### src/rtl/syn_gpu_pkg.sv
// Shared types and register map for the GPU job scheduler.
package syn_gpu_pkg;

  localparam int BFFR_W     = 16;
  localparam int JOB_DATA_W = 7 * BFFR_W;

  localparam logic [7:0]  ADDR_CONTROL = 8'h00;
  localparam logic [7:0]  ADDR_STATUS  = 8'h01;
  localparam logic [7:0]  ADDR_BFFR0   = 8'h08;
  localparam logic [31:0] RD_UNMAPPED  = 32'hDEADBABE;

  typedef logic [1:0] action_t;

  // bffr[7] sits in the MSBs so the packed job data reads {bffr7,...,bffr1}
  typedef struct packed {
    action_t                 action;
    logic [7:1][BFFR_W-1:0]  bffr;
  } job_t;

  typedef enum logic [1:0] {IDLE, LAUNCH, WAIT_BUSY, RUN} sched_state_t;

  // JOB_BFFR_0..7 occupy word addresses 0x08..0x0F
  function automatic logic is_bffr(input logic [7:0] addr);
    return addr[7:3] == 5'b00001;
  endfunction

endpackage

### src/rtl/syn_gpu_job_fifo.sv
// Synchronous show-ahead FIFO of job_t with flush. A write into a full
// FIFO is accepted when a read happens in the same cycle.
module syn_gpu_job_fifo
  import syn_gpu_pkg::*;
#(
  parameter int DEPTH = 4
) (
  input  logic                       clk,
  input  logic                       rst_l,
  input  logic                       wr_en,
  input  job_t                       wr_job,
  input  logic                       rd_en,
  output job_t                       rd_job,
  input  logic                       flush,
  output logic [$clog2(DEPTH):0]     occupancy,
  output logic                       full,
  output logic                       empty
);

  localparam int AW = $clog2(DEPTH);

  job_t          mem_q [DEPTH];
  logic [AW-1:0] wr_ptr_q, wr_ptr_d, rd_ptr_q, rd_ptr_d;
  logic [AW:0]   cnt_q, cnt_d;
  logic          do_wr, do_rd;

  assign full      = cnt_q == (AW+1)'(DEPTH);
  assign empty     = cnt_q == '0;
  assign do_rd     = rd_en && !empty;
  assign do_wr     = wr_en && (!full || do_rd);
  assign rd_job    = mem_q[rd_ptr_q];
  assign occupancy = cnt_q;

  // pointer / count update; flush wins over everything
  always_comb begin
    wr_ptr_d = wr_ptr_q;
    rd_ptr_d = rd_ptr_q;
    cnt_d    = cnt_q;
    if (flush) begin
      wr_ptr_d = '0;
      rd_ptr_d = '0;
      cnt_d    = '0;
    end else begin
      if (do_wr) wr_ptr_d = wr_ptr_q + AW'(1);
      if (do_rd) rd_ptr_d = rd_ptr_q + AW'(1);
      cnt_d = cnt_q + (AW+1)'(do_wr) - (AW+1)'(do_rd);
    end
  end

  // control state registers
  always_ff @(posedge clk) begin
    if (!rst_l) begin
      wr_ptr_q <= '0;
      rd_ptr_q <= '0;
      cnt_q    <= '0;
    end else begin
      wr_ptr_q <= wr_ptr_d;
      rd_ptr_q <= rd_ptr_d;
      cnt_q    <= cnt_d;
    end
  end

  // storage needs no reset: contents are only visible through the count
  always_ff @(posedge clk) begin
    if (do_wr && !flush) mem_q[wr_ptr_q] <= wr_job;
  end

endmodule

### src/rtl/syn_gpu_job_sched.sv
// GPU job scheduler: local-bus register file, job queue, dispatch FSM and
// pixel-gateway mux. Optional macro SYN_GPU_JOB_SCHED_TIMEOUT_EN adds a
// WAIT_BUSY watchdog that abandons a job the engine never picks up.
module syn_gpu_job_sched
  import syn_gpu_pkg::*;
#(
  parameter int P_NUM_ENGINES = 2,
  parameter int P_JOB_DEPTH   = 4,
  parameter int P_PXL_W       = 16,
  parameter int P_X_W         = 10,
  parameter int P_Y_W         = 9
) (
  input  logic                                  clk_ir,
  input  logic                                  rst_sync_l,
  input  logic                                  lb_wr_en,
  input  logic                                  lb_rd_en,
  input  logic [7:0]                            lb_addr,
  input  logic [31:0]                           lb_wr_data,
  output logic                                  lb_wr_valid,
  output logic                                  lb_rd_valid,
  output logic [31:0]                           lb_rd_data,
  output logic [P_NUM_ENGINES-1:0]              eng_job_start,
  output logic [JOB_DATA_W-1:0]                 eng_job_data,
  input  logic [P_NUM_ENGINES-1:0]              eng_busy,
  input  logic [P_NUM_ENGINES-1:0][P_PXL_W-1:0] eng_pxl,
  input  logic [P_NUM_ENGINES-1:0][P_X_W-1:0]   eng_posx,
  input  logic [P_NUM_ENGINES-1:0][P_Y_W-1:0]   eng_posy,
  input  logic [P_NUM_ENGINES-1:0]              eng_pxl_wr_valid,
  input  logic [P_NUM_ENGINES-1:0]              eng_pxl_rd_valid,
  output logic [P_NUM_ENGINES-1:0]              eng_ready,
  output logic [P_PXL_W-1:0]                    gw_pxl,
  output logic [P_X_W-1:0]                      gw_posx,
  output logic [P_Y_W-1:0]                      gw_posy,
  output logic                                  gw_pxl_wr_valid,
  output logic                                  gw_pxl_rd_valid,
  input  logic                                  gw_ready
);

  localparam int OCC_W = $clog2(P_JOB_DEPTH) + 1;

  // bus-side registers
  logic                   enable_q, enable_d;
  logic [7:1][BFFR_W-1:0] bffr_q, bffr_d;
  action_t                act_stg_q, act_stg_d;
  logic                   ovf_q, ovf_d, bad_q, bad_d, tmo_q, tmo_d;
  logic                   wr_valid_q, wr_valid_d, rd_valid_q, rd_valid_d;
  logic [31:0]            rd_data_q, rd_data_d;

  // dispatch FSM registers
  sched_state_t              state_q, state_d;
  job_t                      job_q, job_d;
  logic [P_NUM_ENGINES-1:0]  start_q, start_d;
`ifdef SYN_GPU_JOB_SCHED_TIMEOUT_EN
  logic [7:0]                tmo_cnt_q, tmo_cnt_d;
`endif

  logic             wr_ctrl, flush, commit, rd_status, pop, busy_act;
  logic             set_ovf, set_bad, set_tmo;
  logic             q_full, q_empty;
  logic [OCC_W-1:0] occ;
  job_t             head, new_job;
  logic [31:0]      status, rd_mux;
  logic [15:0]      unused_wr_hi;

  assign wr_ctrl      = lb_wr_en && (lb_addr == ADDR_CONTROL);
  assign flush        = wr_ctrl && lb_wr_data[1];
  assign commit       = lb_wr_en && (lb_addr == ADDR_BFFR0);
  assign rd_status    = lb_rd_en && (lb_addr == ADDR_STATUS);
  assign pop          = (state_q == IDLE) && enable_q && !q_empty && !flush;
  assign set_ovf      = commit && q_full && !pop;
  assign new_job      = {lb_wr_data[1:0], bffr_q};
  assign unused_wr_hi = lb_wr_data[31:16];

  syn_gpu_job_fifo #(.DEPTH(P_JOB_DEPTH)) u_fifo (
    .clk       (clk_ir),
    .rst_l     (rst_sync_l),
    .wr_en     (commit),
    .wr_job    (new_job),
    .rd_en     (pop),
    .rd_job    (head),
    .flush     (flush),
    .occupancy (occ),
    .full      (q_full),
    .empty     (q_empty)
  );

  // busy of the engine selected by the latched job (0 for out-of-range actions)
  always_comb begin
    busy_act = 1'b0;
    for (int e = 0; e < P_NUM_ENGINES; e++)
      if (int'(job_q.action) == e) busy_act = eng_busy[e];
  end

  // STATUS word and read-data mux
  always_comb begin
    status                      = '0;
    status[P_NUM_ENGINES-1:0]   = eng_busy;
    status[15:8]                = 8'(occ);
    status[16]                  = q_full;
    status[17]                  = q_empty;
    status[18]                  = ovf_q;
    status[19]                  = bad_q;
    status[20]                  = tmo_q;
    rd_mux = RD_UNMAPPED;
    if (lb_addr == ADDR_CONTROL)     rd_mux = {31'b0, enable_q};
    else if (lb_addr == ADDR_STATUS) rd_mux = status;
    else if (lb_addr == ADDR_BFFR0)  rd_mux = {30'b0, act_stg_q};
    else if (is_bffr(lb_addr))       rd_mux = {16'b0, bffr_q[lb_addr[2:0]]};
  end

  // register-file next state; sticky set beats clear-on-read
  always_comb begin
    enable_d   = enable_q;
    bffr_d     = bffr_q;
    act_stg_d  = act_stg_q;
    ovf_d      = (ovf_q & ~rd_status) | set_ovf;
    bad_d      = (bad_q & ~rd_status) | set_bad;
    tmo_d      = (tmo_q & ~rd_status) | set_tmo;
    wr_valid_d = lb_wr_en;
    rd_valid_d = lb_rd_en;
    rd_data_d  = lb_rd_en ? rd_mux : '0;
    if (wr_ctrl) enable_d = lb_wr_data[0];
    if (commit)  act_stg_d = lb_wr_data[1:0];
    if (lb_wr_en && is_bffr(lb_addr) && (lb_addr != ADDR_BFFR0))
      bffr_d[lb_addr[2:0]] = lb_wr_data[15:0];
  end

  // register file
  always_ff @(posedge clk_ir) begin
    if (!rst_sync_l) begin
      enable_q   <= 1'b0;
      bffr_q     <= '0;
      act_stg_q  <= '0;
      ovf_q      <= 1'b0;
      bad_q      <= 1'b0;
      tmo_q      <= 1'b0;
      wr_valid_q <= 1'b0;
      rd_valid_q <= 1'b0;
      rd_data_q  <= '0;
    end else begin
      enable_q   <= enable_d;
      bffr_q     <= bffr_d;
      act_stg_q  <= act_stg_d;
      ovf_q      <= ovf_d;
      bad_q      <= bad_d;
      tmo_q      <= tmo_d;
      wr_valid_q <= wr_valid_d;
      rd_valid_q <= rd_valid_d;
      rd_data_q  <= rd_data_d;
    end
  end

  // dispatch FSM next state; the start pulse is registered with the LAUNCH entry
  always_comb begin
    state_d   = state_q;
    job_d     = job_q;
    start_d   = '0;
    set_bad   = 1'b0;
    set_tmo   = 1'b0;
`ifdef SYN_GPU_JOB_SCHED_TIMEOUT_EN
    tmo_cnt_d = tmo_cnt_q;
`endif
    unique case (state_q)
      IDLE: if (pop) begin
        state_d = LAUNCH;
        job_d   = head;
        for (int e = 0; e < P_NUM_ENGINES; e++)
          start_d[e] = (int'(head.action) == e);
      end
      LAUNCH: begin
        if (int'(job_q.action) >= P_NUM_ENGINES) begin
          state_d = IDLE;
          set_bad = 1'b1;
        end else begin
          state_d = WAIT_BUSY;
`ifdef SYN_GPU_JOB_SCHED_TIMEOUT_EN
          tmo_cnt_d = '0;
`endif
        end
      end
      WAIT_BUSY: begin
        if (busy_act) state_d = RUN;
`ifdef SYN_GPU_JOB_SCHED_TIMEOUT_EN
        // 255 WAIT_BUSY cycles without busy abandon the job
        else if (tmo_cnt_q == 8'hFE) begin
          state_d = IDLE;
          set_tmo = 1'b1;
        end else tmo_cnt_d = tmo_cnt_q + 8'd1;
`endif
      end
      RUN: if (!busy_act) state_d = IDLE;
      default: state_d = IDLE;
    endcase
  end

  // dispatch FSM state and registered outputs
  always_ff @(posedge clk_ir) begin
    if (!rst_sync_l) begin
      state_q   <= IDLE;
      job_q     <= '0;
      start_q   <= '0;
`ifdef SYN_GPU_JOB_SCHED_TIMEOUT_EN
      tmo_cnt_q <= '0;
`endif
    end else begin
      state_q   <= state_d;
      job_q     <= job_d;
      start_q   <= start_d;
`ifdef SYN_GPU_JOB_SCHED_TIMEOUT_EN
      tmo_cnt_q <= tmo_cnt_d;
`endif
    end
  end

  // combinational pixel mux: only the active engine sees the gateway
  always_comb begin
    gw_pxl          = '0;
    gw_posx         = '0;
    gw_posy         = '0;
    gw_pxl_wr_valid = 1'b0;
    gw_pxl_rd_valid = 1'b0;
    eng_ready       = '0;
    if ((state_q == WAIT_BUSY) || (state_q == RUN)) begin
      for (int e = 0; e < P_NUM_ENGINES; e++) begin
        if (int'(job_q.action) == e) begin
          gw_pxl          = eng_pxl[e];
          gw_posx         = eng_posx[e];
          gw_posy         = eng_posy[e];
          gw_pxl_wr_valid = eng_pxl_wr_valid[e];
          gw_pxl_rd_valid = eng_pxl_rd_valid[e];
          eng_ready[e]    = gw_ready;
        end
      end
    end
  end

  assign lb_wr_valid   = wr_valid_q;
  assign lb_rd_valid   = rd_valid_q;
  assign lb_rd_data    = rd_data_q;
  assign eng_job_start = start_q;
  assign eng_job_data  = job_q.bffr;

endmodule

### config.mk
export PLATFORM = sky130hd
export DESIGN_NAME = syn_gpu_job_sched
export DESIGN_NICKNAME = d
export VERILOG_FILES = /design/src/rtl/syn_gpu_pkg.sv /design/src/rtl/syn_gpu_job_fifo.sv /design/src/rtl/syn_gpu_job_sched.sv
export SDC_FILE = /design/constraint.sdc
export NUM_CORES = 1
export LEC_CHECK = 0
export CORE_UTILIZATION = 36
export DETAILED_ROUTE_END_ITERATION = 16
export PLACE_DENSITY_LB_ADDON = 0.08
export SETUP_SLACK_MARGIN = 0.4
export SLEW_MARGIN = 0
export SYNTH_ARGS = -nofsm -noshare
export SYNTH_HDL_FRONTEND = slang
export SYNTH_SLANG_ARGS = --single-unit
### constraint.sdc
create_clock -name clk_ir -period 6.5 [get_ports clk_ir]
set_clock_uncertainty 0.2 [all_clocks]
set_input_delay 0.65 -clock clk_ir [delete_from_list [all_inputs] [get_ports clk_ir]]
set_output_delay 0.65 -clock clk_ir [all_outputs]
set_load 0.05 [all_outputs]
==> flow_summary.yaml <==
layout:
  area_delta_synth_final_pct: 19.8
  post_route_cells_drive_above_1_share_pct: 15.0
  nFillCells: 7061
  final_common_cell: "edfxtp_1"
  stdcell_area_sq_um: 34100
  mostFrequentLayoutCells: "edfxtp_1, clkdlybuf4s50_1, dfxtp_1, o21ai_0, nand2_1"
  nets: 2276
clocking:
  insertion_delay_ps: 620
  cts-buffers-inserted: 80
  cts_tree: "done"
  clk_pin_slew_worst_paths_ps: 60
  ctsHoldBuffers: 0
  cts_root_buf: "clkbuf_16"
  cts-resized-gates: 0
  clock-sinks: 725
  clk_path_buf_depth: 3
  cts_setup_buffers: 0
  h-tree-depth: 3
critical_path:
  cp_data_required_time_ps: 6800
  cp_top_family: "simple AND/OR/NAND/NOR gates"
  ff2ff_setup_slack_ps: 3110
  startpoint_type: "input pin"
  max_stage_delay_ps: 800
  rr_worst_depth: 6
  crit_chain: "clkdlybuf4s50_1 > buf_4 > or3_1 > or4_4 > and2_4 > ha_1 > inv_1 > ha_1 > fa_1 > xnor2_1 > xnor2_1 > nor2_1"
  r2r_start: "enable_q"
  critPathKind: "input pin to register"
  path_buf_inv: 3
  cp_max_fo: 43
  end_kind: "register"
  crit_path_top_delay_cell: "or4_4"
  r2r_end: "eng_job_data[20]"
  cp.arrival_ps: 4180
detailed_routing:
  drtIter0Drc: 1240
  drt_first_pass_iters: 5
  via_per_inst: 5.16
  num_vias: 16800
  routed_wl_mm: 78.3
  ant_nets: 0
  wl_per_cell_microns: 24.0
  drc_errors: 0
min_path:
  hp-class: "register to register"
  min-delay-start: "eng_job_data[52]"
  min_to: "eng_job_data[52]"
  hold_path_depth: 2
power_and_ir_drop:
  powerDensity_nw_per_um2: 281
  ir_worst_vdd_v: 0.000177
  power_leakage_nw: 11.9
place:
  portBuffers: 288
  dpl.hpwl_mm: 51.5
  post_dp_cell_area_sq_um: 31500
  globalplace.congestion: 0.803
timing:
  slew_viol_final: 0
  relSlewSlack_pct: 34.6
  rsz0062_at_grt: "no"
  setup_violations: 0
  fin_tns_setup_ps: 0
  hold_viol: 0
  finalCritPeriodShare_pct: 59.7
  max_slew.worst_pin.slew_ps: 981
  fmax_ghz: 0.258
  post-route-min-period_ps: 3880
die:
  fp.dieW_microns: 283
  die_h_microns: 283
  core_sq_um: 77800
  dieArea_sq_um: 80200
  start_util_pct: 36.6
  rows: 102
  io_pins: 308
yosys:
  syn_area_sq_um: 28500
  synth.ff_latch_count: 725
  synthArstFlopShare_pct: 0
  syn_inst: 2019
  synth_cell_type_count: 54
  synth_ff_type: "edfxtp_1"
  ys_seq_area_share_pct: 67.0
  synth.avg_cell_area_sq_um: 14.1
  synth_edf_count: 456
  ys.warnings.count: 0
grt:
  grt_max_degree: 105
  grt_antenna_before_repair: 5
  gr-total-overflow: 0
  grt_pass1_wl_mm: 115
  grt_pass1_vias: 16700
  track_usage_pct: 19.3
status:
  status: "finished, final reports clean"
job:
  max_cap_violations: 0
==> metrics by stage <==
stage / hold slack, ps / instances / setup slack (ps) / util, % / total power, W
2_1_floorplan: 221 / 2021 / 1360 / - / 0.00506
3_3_place_gp: 239 / 3106 / 1980 / 40.4 / 0.00519
3_5_place_dp: 243 / 3106 / 2000 / 40.4 / 0.00519
4_1_cts: 250 / 3255 / 2650 / 43.8 / 0.00969
5_1_grt: 267 / 3255 / 2490 / 43.8 / 0.00988
6_report: 250 / 3257 / 2620 / 43.8 / 0.00958
==> flip-flops by register name, summed over array words and instances, names as in the netlist, named ones only <==
name,count
bad_q,1
job_q,2
u_fifo.occupancy,3
state_q,1
bffr_q,112
lb_wr_valid,1
eng_job_start,2
lb_rd_valid,1
u_fifo.wr_ptr_q,2
u_fifo.rd_ptr_q,2
u_fifo.mem_q,456
lb_rd_data,22
ovf_q,1
enable_q,1
eng_job_data,112
act_stg_q,2
tmo_q,1
==> worst register-to-register path, stage by stage (launching register included) <==
cell and delay (ps):
dfxtp_1 380, nor3b_1 450, o31a_2 730, buf_4 620, buf_4 540, nand4_1 270
o21ai_0 120
==> cells in the mapped netlist, drive strengths merged (2+ instances only) <==
| cell | number | share of area [%] |
|---|---|---|
| ha | 6 | 0.26 |
| and3 | 9 | 0.20 |
| xnor2 | 3 | 0.092 |
| nand3 | 101 | 1.8 |
| o21bai | 2 | 0.053 |
| mux4 | 129 | 10 |
| mux2 | 6 | 0.24 |
| a221oi | 7 | 0.22 |
| and2 | 6 | 0.13 |
| o21ai | 220 | 3.9 |
| nor4 | 2 | 0.044 |
| a21o | 4 | 0.11 |
| inv | 11 | 0.15 |
| a21oi | 5 | 0.088 |
| edfxtp | 456 | 48 |
| or4 | 3 | 0.092 |
| clkbuf | 108 | 1.4 |
| o221a | 9 | 0.36 |
| a31o | 20 | 0.62 |
| and3b | 2 | 0.062 |
| nand4 | 121 | 2.7 |
| nand2 | 184 | 2.4 |
| nand3b | 2 | 0.053 |
| or3 | 2 | 0.044 |
| nor3b | 3 | 0.079 |
| nor3 | 8 | 0.14 |
| nor2 | 69 | 0.91 |
| buf | 175 | 4.1 |
| mux2i | 51 | 1.8 |
| dfxtp | 269 | 19 |
| nor2b | 8 | 0.18 |
==> logic make-up after synthesis <==
kind of cell,after synthesis,share of synthesized area [%]
AO/OA/AOI/OAI,277,5.66
AND/OR/NAND/NOR,525,8.93
XOR/XNOR,4,0.123
multiplexers,186,12.2
flip-flops,725,67.0
other,1,0.0132
adder cells (fa/ha/maj),7,0.334
buffers and inverters,294,5.67
==> final cells by class <==
class	instances	area [sq um]	area share (%)
sequential	725	19100	56.0
multi-input combinational	1002	7820	22.9
timing repair buffer	328	3240	9.50
clock buffer	120	2310	6.76
tap	1040	1300	3.82
clock inverter	29	299	0.877
inverter	11	41.3	0.121
antenna	2	5.00	0.0147
==> worst max path at each step <==
| stage | startpoint | end | cells after the start |
|---|---|---|---|
| 6_report | lb_addr[2] | u_fifo.occupancy[2] | 12 |
| 5_1_grt | lb_addr[2] | u_fifo.occupancy[2] | 12 |
| 2_1_floorplan | lb_addr[0] | u_fifo.mem_q[0][0] | 4 |
| 3_3_place_gp | lb_addr[2] | u_fifo.occupancy[2] | 12 |
| 4_1_cts | lb_addr[2] | u_fifo.occupancy[2] | 12 |
| 3_5_place_dp | lb_addr[2] | u_fifo.occupancy[2] | 12 |
==> routing by layer <==
metal  GRT usage (%)  vias to the layer above  share of wire [%]  wire length [microns]
li1                -                     7799                  -                      -
met1            26.2                     8512                 44                  34800
met2            32.4                      392                 50                  38800
met3            2.93                      108                4.1                   3210
met4            4.59                        6                1.9                   1480
met5               0                        -              0.046                     36
==> power breakdown <==
| part | internal [W] | total [W] | switching (W) |
|---|---|---|---|
| Sequential | 0.00484 | 0.00485 | 0.00000475 |
| Combinational | 0.0000946 | 0.000248 | 0.000153 |
| Clock | 0.00269 | 0.00448 | 0.00179 |
| Total | 0.00763 | 0.00958 | 0.00195 |
Power figures use the tool's default switching activity.
